### src/rtl/psram_line_fetcher.sv
// rtl/psram_line_fetcher.sv - PSRAM video line fetcher with FWFT line buffer

// Line buffer: FWFT queue, head word read combinationally from storage.
module psram_line_buffer #(
  parameter int DEPTH = 64
) (
  input  logic        clk,
  input  logic        reset,
  input  logic        flush,
  input  logic        wr_en,
  input  logic [15:0] wr_data,
  input  logic        rd_en,
  output logic [15:0] rd_data,
  output logic        empty,
  output logic        full
);
  localparam int AW = $clog2(DEPTH);

  logic [15:0]   mem [DEPTH];
  logic [AW-1:0] wr_ptr;
  logic [AW-1:0] rd_ptr;
  logic [AW:0]   count;
  logic          do_wr;
  logic          do_rd;

  // count only ever reaches DEPTH, so its top bit alone marks full
  assign empty   = (count == '0);
  assign full    = count[AW];
  assign do_wr   = wr_en && !full;
  assign do_rd   = rd_en && !empty;
  assign rd_data = mem[rd_ptr];

  // Storage write; a flush in the same cycle drops the word
  always_ff @(posedge clk) begin
    if (do_wr && !flush) begin
      mem[wr_ptr] <= wr_data;
    end
  end

  // Pointers and occupancy; simultaneous push and pop keep count steady
  always_ff @(posedge clk) begin
    if (reset || flush) begin
      wr_ptr <= '0;
      rd_ptr <= '0;
      count  <= '0;
    end else begin
      if (do_wr) wr_ptr <= wr_ptr + 1'b1;
      if (do_rd) rd_ptr <= rd_ptr + 1'b1;
      case ({do_wr, do_rd})
        2'b10:   count <= count + 1'b1;
        2'b01:   count <= count - 1'b1;
        default: count <= count;
      endcase
    end
  end
endmodule

module psram_line_fetcher #(
  parameter int          WORDS_PER_LINE = 40,
  parameter logic [20:0] BASE_ADDR      = 21'h0,
  parameter int          DEPTH          = 64
) (
  input  logic        clk,
  input  logic        reset,
  input  logic        line_start,
  input  logic [7:0]  line_index,
  output logic        psram_rd,
  output logic [20:0] psram_addr,
  input  logic        psram_busy,
  input  logic [15:0] psram_q,
  input  logic        pix_rd,
  output logic [15:0] pix_q,
  output logic        pix_valid,
  output logic        fetch_active,
  output logic        underrun
);
  typedef enum logic [1:0] {IDLE, ISSUE, WAIT_HI, WAIT_LO} state_t;

  localparam logic [20:0] LINE_STRIDE = 21'(WORDS_PER_LINE);
  localparam logic [6:0]  LAST_WORD   = 7'(WORDS_PER_LINE - 1);

  state_t      state;
  state_t      state_nxt;
  logic [7:0]  line_reg;
  logic [6:0]  word_cnt;
  logic        discard;
  logic        buf_wr;
  logic        buf_empty;
  logic        buf_full;
  logic [20:0] fetch_addr;

  // Address arithmetic wraps naturally at 21 bits
  assign fetch_addr   = BASE_ADDR + 21'(line_reg) * LINE_STRIDE + 21'(word_cnt);
  assign psram_addr   = psram_rd ? fetch_addr : '0;
  assign pix_valid    = !buf_empty;
  assign fetch_active = (state != IDLE);

  psram_line_buffer #(
    .DEPTH(DEPTH)
  ) u_buf (
    .clk    (clk),
    .reset  (reset),
    .flush  (line_start),
    .wr_en  (buf_wr),
    .wr_data(psram_q),
    .rd_en  (pix_rd),
    .rd_data(pix_q),
    .empty  (buf_empty),
    .full   (buf_full)
  );

  // FSM state register
  always_ff @(posedge clk) begin
    if (reset) begin
      state <= IDLE;
    end else begin
      state <= state_nxt;
    end
  end

  // Next state, read strobe and capture strobe; a new line request
  // restarts issue but never cuts short a read already handed to the controller
  always_comb begin
    state_nxt = state;
    psram_rd  = 1'b0;
    buf_wr    = 1'b0;
    case (state)
      IDLE: begin
        if (line_start) state_nxt = ISSUE;
      end
      ISSUE: begin
        if (!line_start && !psram_busy && !buf_full) begin
          psram_rd  = 1'b1;
          state_nxt = WAIT_HI;
        end
      end
      WAIT_HI: begin
        if (psram_busy) state_nxt = WAIT_LO;
      end
      WAIT_LO: begin
        if (!psram_busy) begin
          if (discard || line_start) begin
            state_nxt = ISSUE;
          end else begin
            buf_wr    = 1'b1;
            state_nxt = (word_cnt == LAST_WORD) ? IDLE : ISSUE;
          end
        end
      end
      default: state_nxt = IDLE;
    endcase
  end

  // Line latch, word counter and the drop-next-completion flag after an abort
  always_ff @(posedge clk) begin
    if (reset) begin
      line_reg <= '0;
      word_cnt <= '0;
      discard  <= 1'b0;
    end else begin
      if (line_start) begin
        line_reg <= line_index;
        word_cnt <= '0;
      end else if (buf_wr) begin
        word_cnt <= word_cnt + 7'd1;
      end
      if (line_start && (state == WAIT_HI || (state == WAIT_LO && psram_busy))) begin
        discard <= 1'b1;
      end else if (state == WAIT_LO && !psram_busy) begin
        discard <= 1'b0;
      end
    end
  end

  // Sticky underrun: pop on empty sets it, a new line request clears it
  always_ff @(posedge clk) begin
    if (reset) begin
      underrun <= 1'b0;
    end else if (pix_rd && buf_empty) begin
      underrun <= 1'b1;
    end else if (line_start) begin
      underrun <= 1'b0;
    end
  end
endmodule

### config.mk
export PLATFORM = sky130hd
export DESIGN_NAME = psram_line_fetcher
export DESIGN_NICKNAME = d
export VERILOG_FILES = /design/src/rtl/psram_line_fetcher.sv
export SDC_FILE = /design/constraint.sdc
export NUM_CORES = 1
export LEC_CHECK = 0
export CAP_MARGIN = 20
export CORE_UTILIZATION = 40
export DETAILED_ROUTE_END_ITERATION = 12
export GPL_ROUTABILITY_DRIVEN = 0
export GPL_TIMING_DRIVEN = 1
export SLEW_MARGIN = 20
export SYNTH_ARGS = -nofsm -noshare
export SYNTH_HDL_FRONTEND = slang
export SYNTH_SLANG_ARGS = --single-unit
### constraint.sdc
create_clock -name clk -period 4 [get_ports clk]
set_clock_uncertainty 0.1 [all_clocks]
set_input_delay 0.6 -clock clk [delete_from_list [all_inputs] [get_ports clk]]
set_output_delay 0.6 -clock clk [all_outputs]
set_load 0.02 [all_outputs]
Word level (Yosys, flattened, before mapping)
Memories as Yosys holds them, arrays and structs flattened. A register that Yosys moved wholly into a read port is not among the register bits.
Index checks and enable logic that the tools add are counted.
- register bits after elaboration: 38
- bits in writable memories: 1024
- output and inout bits: 41
- word-level logic and storage cells: 72
- memories kept: 1
- add/sub/neg operators: 6
- multipliers: 1
- equal/unequal tests: 10
- muxes and demuxes: 22
- reduce and logical (&&, ||, !) cells: 24
- memories (name ; words ; width ; rd ports ; clocked after Yosys merged registers in ; write ports ; RTL line ; RTL):
    u_buf.mem ; 64 ; 16 ; 1 ; 1 ; 1 ; 19 ; logic [15:0] mem [DEPTH];
- operators with widths (cell ; count):
    adder 14 x 7 -> 15 bit ; 1
    2-to-1 mux 15 bit ; 1
    adder 7 x 1 -> 7 bit, second input constant ; 2
    case mux 7 bit (2 select lines) ; 1
    2-to-1 mux 1 bit ; 13
    adder 6 x 1 -> 6 bit, second input constant ; 2
    2-to-1 mux 6 bit ; 2
    multiplier 8 x 3 -> 11 bit, second input constant ; 1
    logical AND 1 bit ; 9
    2-to-1 mux 2 bit ; 4
    inequality test 2 bit, second input constant ; 4
    case mux 2 bit (4 select lines) ; 1
    nonzero test 2 bit ; 4
    equality test 7 x 6 -> 1 bit, second input constant ; 1
    zero test 7 bit ; 1
    subtractor 7 x 1 -> 7 bit, second input constant ; 1
    equality test 2 bit, second input constant ; 3
    equality test 2 x 1 -> 1 bit, second input constant ; 2
    zero test 1 bit ; 4
    AND reduction 4 bit ; 1
    logical OR 1 bit ; 3
    zero test 2 bit ; 1
    OR reduction 2 bit ; 1

Depth between registers and ports, before layout
- depth after elaboration: 8
- depth in mapped cells: 13
- gate-level depth less buffers: 12

Modules after synthesis
A second synthesis with hierarchy kept.
- cell total of the unflattened synthesis: 2067
- area total of the unflattened synthesis: 42025.3 sq um
- by module, submodules not included (module ; times used ; cells an instance ; area each (sq um)):
    psram_line_buffer ; 1 ; 1880 ; 40396.2
    psram_line_fetcher ; 1 ; 187 ; 1629.1

Least setup slack after synthesis
Ideal clock, no wire load.
- path kind: register -> output
- start point: register line_reg[1]
- end point: output port psram_addr[12]
- arrival time: 2574 ps
- required time: 3300 ps
- path slack: 726 ps
- stages on the path, launching flop included: 9
- buffers on the path: 0
- cells stage by stage: dfxtp_1 > ha_1 > ha_1 > fa_1 > xor2_1 > nand2_1 > nor4b_1 > nand3_1 > mux2i_1
- longest elaborated chain between the ends: 3
- RTL lines (item ; RTL line ; RTL):
    start: declaration ; 84 ; logic [7:0] line_reg;
    start signal: assignment ; 162 ; line_reg <= line_index;
    multiplier 8 x 3 -> 11 bit ; 93 ; assign fetch_addr = BASE_ADDR + 21'(line_reg) * LINE_STRIDE + 21'(word_cnt);
    adder 14 x 7 -> 15 bit ; 93 ;
    2-to-1 mux 15 bit ; 94 ; assign psram_addr = psram_rd ? fetch_addr : '0;
    end: declaration ; 68 ; output logic [20:0] psram_addr,
No other way between the ends.

==> qor.txt <==
CTS tree: done
Hold depth: 1
Die Height: 326 µm
Share of layout cells above drive strength 1: 30.3%
CTS Root Cell: clkbuf_16
Main synth FF type: edfxtp_1
Critical-path top delay cell: nor2b_1
Largest net degree at the start of global routing: 65
FF-to-FF setup slack: 0.63 ns
Internal Power: 18.0 mW
Final antenna-violating net count: 0
Largest stage delay, worst path: 0.68 ns
Clk buf depth: 3
GRT Util Overall: 19.0%
Rows: 118
Max-cap violation count: 0
Seq cells post-synth: 1,068
Power per cell area: 460 mW/mm²
CTS Buf Count: 107
Hold_sp: psram_q[0]
Worst skew pair latency: 0.68 ns
Leak Pwr: 15.4 nW
Layout Nets: 2,357
Switch Pwr: 4.61 mW
Initial antenna violation count: 2
DRC errors left: 0
Number of synthesis warnings: 0
Reg2reg start: state[1]
Post-layout minimum cycle time: 4.01 ns
Required time of the critical path: 3.30 ns
Max Clock Freq: 0.250 GHz
Slew margin rel.: 27.7%
VDD IR max: 0.000344 V
Worst Tran Pin Value: 1.08 ns
DR WL/cell: 26.9 µm
First-pass GRT wire length: 147,000 µm
Port Buffer Count: 62
Clk slew on worst S/H paths: 0.06 ns
Clk sinks: 1,068
Max-slew violations: 0
Synth unique cells: 61
Setup slack after layout: -0.00660 ns
Crit path kind: flip-flop to output port
Clock Power Share: 43.4%
RSZ-0062 raised after global routing: true
Endpoints failing setup: 1
Startpoint Class: flip-flop
H-Tree Depth: 3
Cell-by-cell trace of the critical path: nor2b_1 > buf_4 > a221oi_1 > o21ai_1 > and4_1 > dlygate4sd2_1
Hold Path Class: input port to flip-flop
Ys async rst share: 0%
Crit path max fanout: 20
R2r worst-path depth: 12
Die Area: 0.106 mm²
Cells after Synth: 2,023
Post-Synthesis Cell Area: 0.0419 mm²
Status: finished, violations left
Via count: 21,200
FF-to-FF End: u_buf.count[4]
ANT cells: 0
EDFF count, synth: 1,024
Crit. End Element: output port
Combinational cell fraction of total power: 2.4%
Number of hold violations in the final report: 0
Core area: 0.104 mm²
WL final: 101,000 µm
Number of flip-flops in the largest register: 1,024
Switching part of the total: 20.4%
Register area share after synthesis: 75.5%
Grt ovf: 0
Avg Inst Size Synth: 20.7 µm²
CTS Hold Bufs: 0
Worst Hold End: u_buf.mem[61][0]
Area growth syn-to-layout: 17.7%
Failing checks: negative setup slack
Initial Util: 40.4%
Sequential fraction of design power: 54.2%
Final period util: 100%
Setup TNS: -0.00660 ns
First-iteration detailed-routing DRC count: 2,027
Fin util: 47.6%
# IOs: 70
Hpwl dp: 62,400 µm
Initial DRT Pass Iterations: 5
Vias/cell: 5.63
Critical path arrival: 3.31 ns
Vias in the first global route: 21,900
Die span in x: 326 µm
==> cells in the mapped netlist, types with 12 or more instances <==
master,count,area share (%)
a21oi_1,23,0.27
a221oi_1,27,0.56
a22oi_1,31,0.56
buf_1,15,0.13
buf_2,24,0.29
buf_4,12,0.21
buf_6,15,0.40
clkbuf_1,43,0.39
dfxtp_1,44,2.1
edfxtp_1,1024,73
ha_1,30,0.90
inv_1,15,0.13
mux2i_1,56,1.3
mux4_2,256,14
nand2_1,33,0.30
nand3_1,13,0.16
nor2_1,127,1.1
nor2b_1,20,0.30
o21ai_0,24,0.29
o21ai_1,18,0.21
o22ai_1,17,0.25
or3_1,13,0.19
xor2_1,13,0.27
==> worst max-delay path: cells and delay by family, from the launching register on <==
family | cells | cell delay [ns]
buffers and inverters | 2 | 0.66
DFF | 1 | 0.56
AOI/OAI and AO/OA | 2 | 0.33
and+or+nand+nor | 2 | 1.06
==> worst max-delay path by stage <==
stage,from,end,slack [ns],cells past startpoint
6_report,flip-flop,pix_q[8],-0.007,6
5_1_grt,line_reg[1],psram_addr[11],-0.06,9
4_1_cts,flip-flop,pix_q[0],-0.03,8
3_5_place_dp,psram_busy,u_buf.count[4],0.17,12
3_3_place_gp,line_reg[1],psram_addr[12],0.16,10
2_1_floorplan,line_reg[1],psram_addr[12],0.73,8
==> power groups by stage <==
| stage | combinational, mW | clock, mW | sequential [mW] |
|---|---|---|---|
| 2_1_floorplan | 0.222 | 0 | 12.5 |
| 3_3_place_gp | 0.498 | 0 | 12.5 |
| 3_5_place_dp | 0.522 | 0 | 12.5 |
| 4_1_cts | 0.531 | 10.0 | 12.3 |
| 5_1_grt | 0.581 | 10.4 | 12.3 |
| 6_report | 0.536 | 9.83 | 12.3 |
==> repair_timing <==
action                                  CTS  global route
pin swaps                                 3            11
setup buffers                            19             9
cloned                                    3             2
endpoints found under the setup margin   22            18
gates resized for setup                  78            45
==> per-layer routing <==
metal	vias up	routed length, µm	share of wire (%)	global-route usage [%]
li1	8962	-	-	-
met1	11200	43300	43	26.7
met4	0	3120	3.1	6.28
met5	-	0	0	0
met3	169	6010	5.9	2.41
met2	832	48800	48	30.7
==> placed cells by master, fill, tap and decap left out, types with 11 or more instances in the layout <==
cell | Yosys | layout
buf_2 | 24 | 13
o21ai_1 | 18 | 12
a221oi_1 | 27 | 20
nand2_1 | 33 | 27
nand3_1 | 13 | 13
o21ai_0 | 24 | 22
clkbuf_16 | 0 | 113
clkdlybuf4s50_1 | 0 | 24
a22oi_1 | 31 | 14
nor2b_1 | 20 | 20
a22oi_2 | 3 | 20
o22ai_1 | 17 | 14
edfxtp_1 | 1024 | 1024
xor2_1 | 13 | 12
clkinv_2 | 0 | 12
a21oi_1 | 23 | 19
or3_1 | 13 | 11
mux2i_1 | 56 | 51
mux4_2 | 256 | 256
buf_6 | 15 | 13
nor2_1 | 127 | 127
clkbuf_1 | 43 | 26
buf_4 | 12 | 190
dfxtp_1 | 44 | 39
inv_1 | 15 | 15
ha_1 | 30 | 30
clkinv_1 | 0 | 27
==> kinds of logic (layout without fill, tap and decap cells) <==
| group | Yosys count | count (layout) | share of synthesized area [%] |
|---|---|---|---|
| DFF | 1068 | 1068 | 75.5 |
| buffers and inverters | 127 | 483 | 1.64 |
| and+or+nand+nor | 275 | 275 | 3.20 |
| muxes | 312 | 312 | 15.1 |
| AOI/OAI and AO/OA | 186 | 186 | 3.10 |
| adders and majority gates | 33 | 33 | 1.04 |
| other | 1 | 7 | 0.00895 |
| xor gates and xnor gates | 21 | 21 | 0.439 |
==> through the flow <==
stage	setup WS (ns)	cell area [µm²]	instances	hold slack, ns	power (mW)
after detailed placement	0.173	45000	3534	0.383	13.0
after global routing	-0.0571	49300	3765	0.318	23.3
after global placement	0.161	45000	3534	0.377	13.0
after CTS	-0.0251	49000	3754	0.294	22.8
after floorplan	0.726	41900	2029	0.358	12.7
final	-0.00660	49300	3765	0.321	22.7
==> cell type report <==
type                            instances  area, µm²
Clock buffer                          137       2880
Clock inverter                         62        586
Fill cell                            8535      54300
Inverter                               15       56.3
Multi-Input combinational cell        834       9980
Sequential cell                      1068      31600
Tap cell                             1380       1730
Timing Repair Buffer                  269       2440
Note: power is estimated with default switching activity, not from simulation.
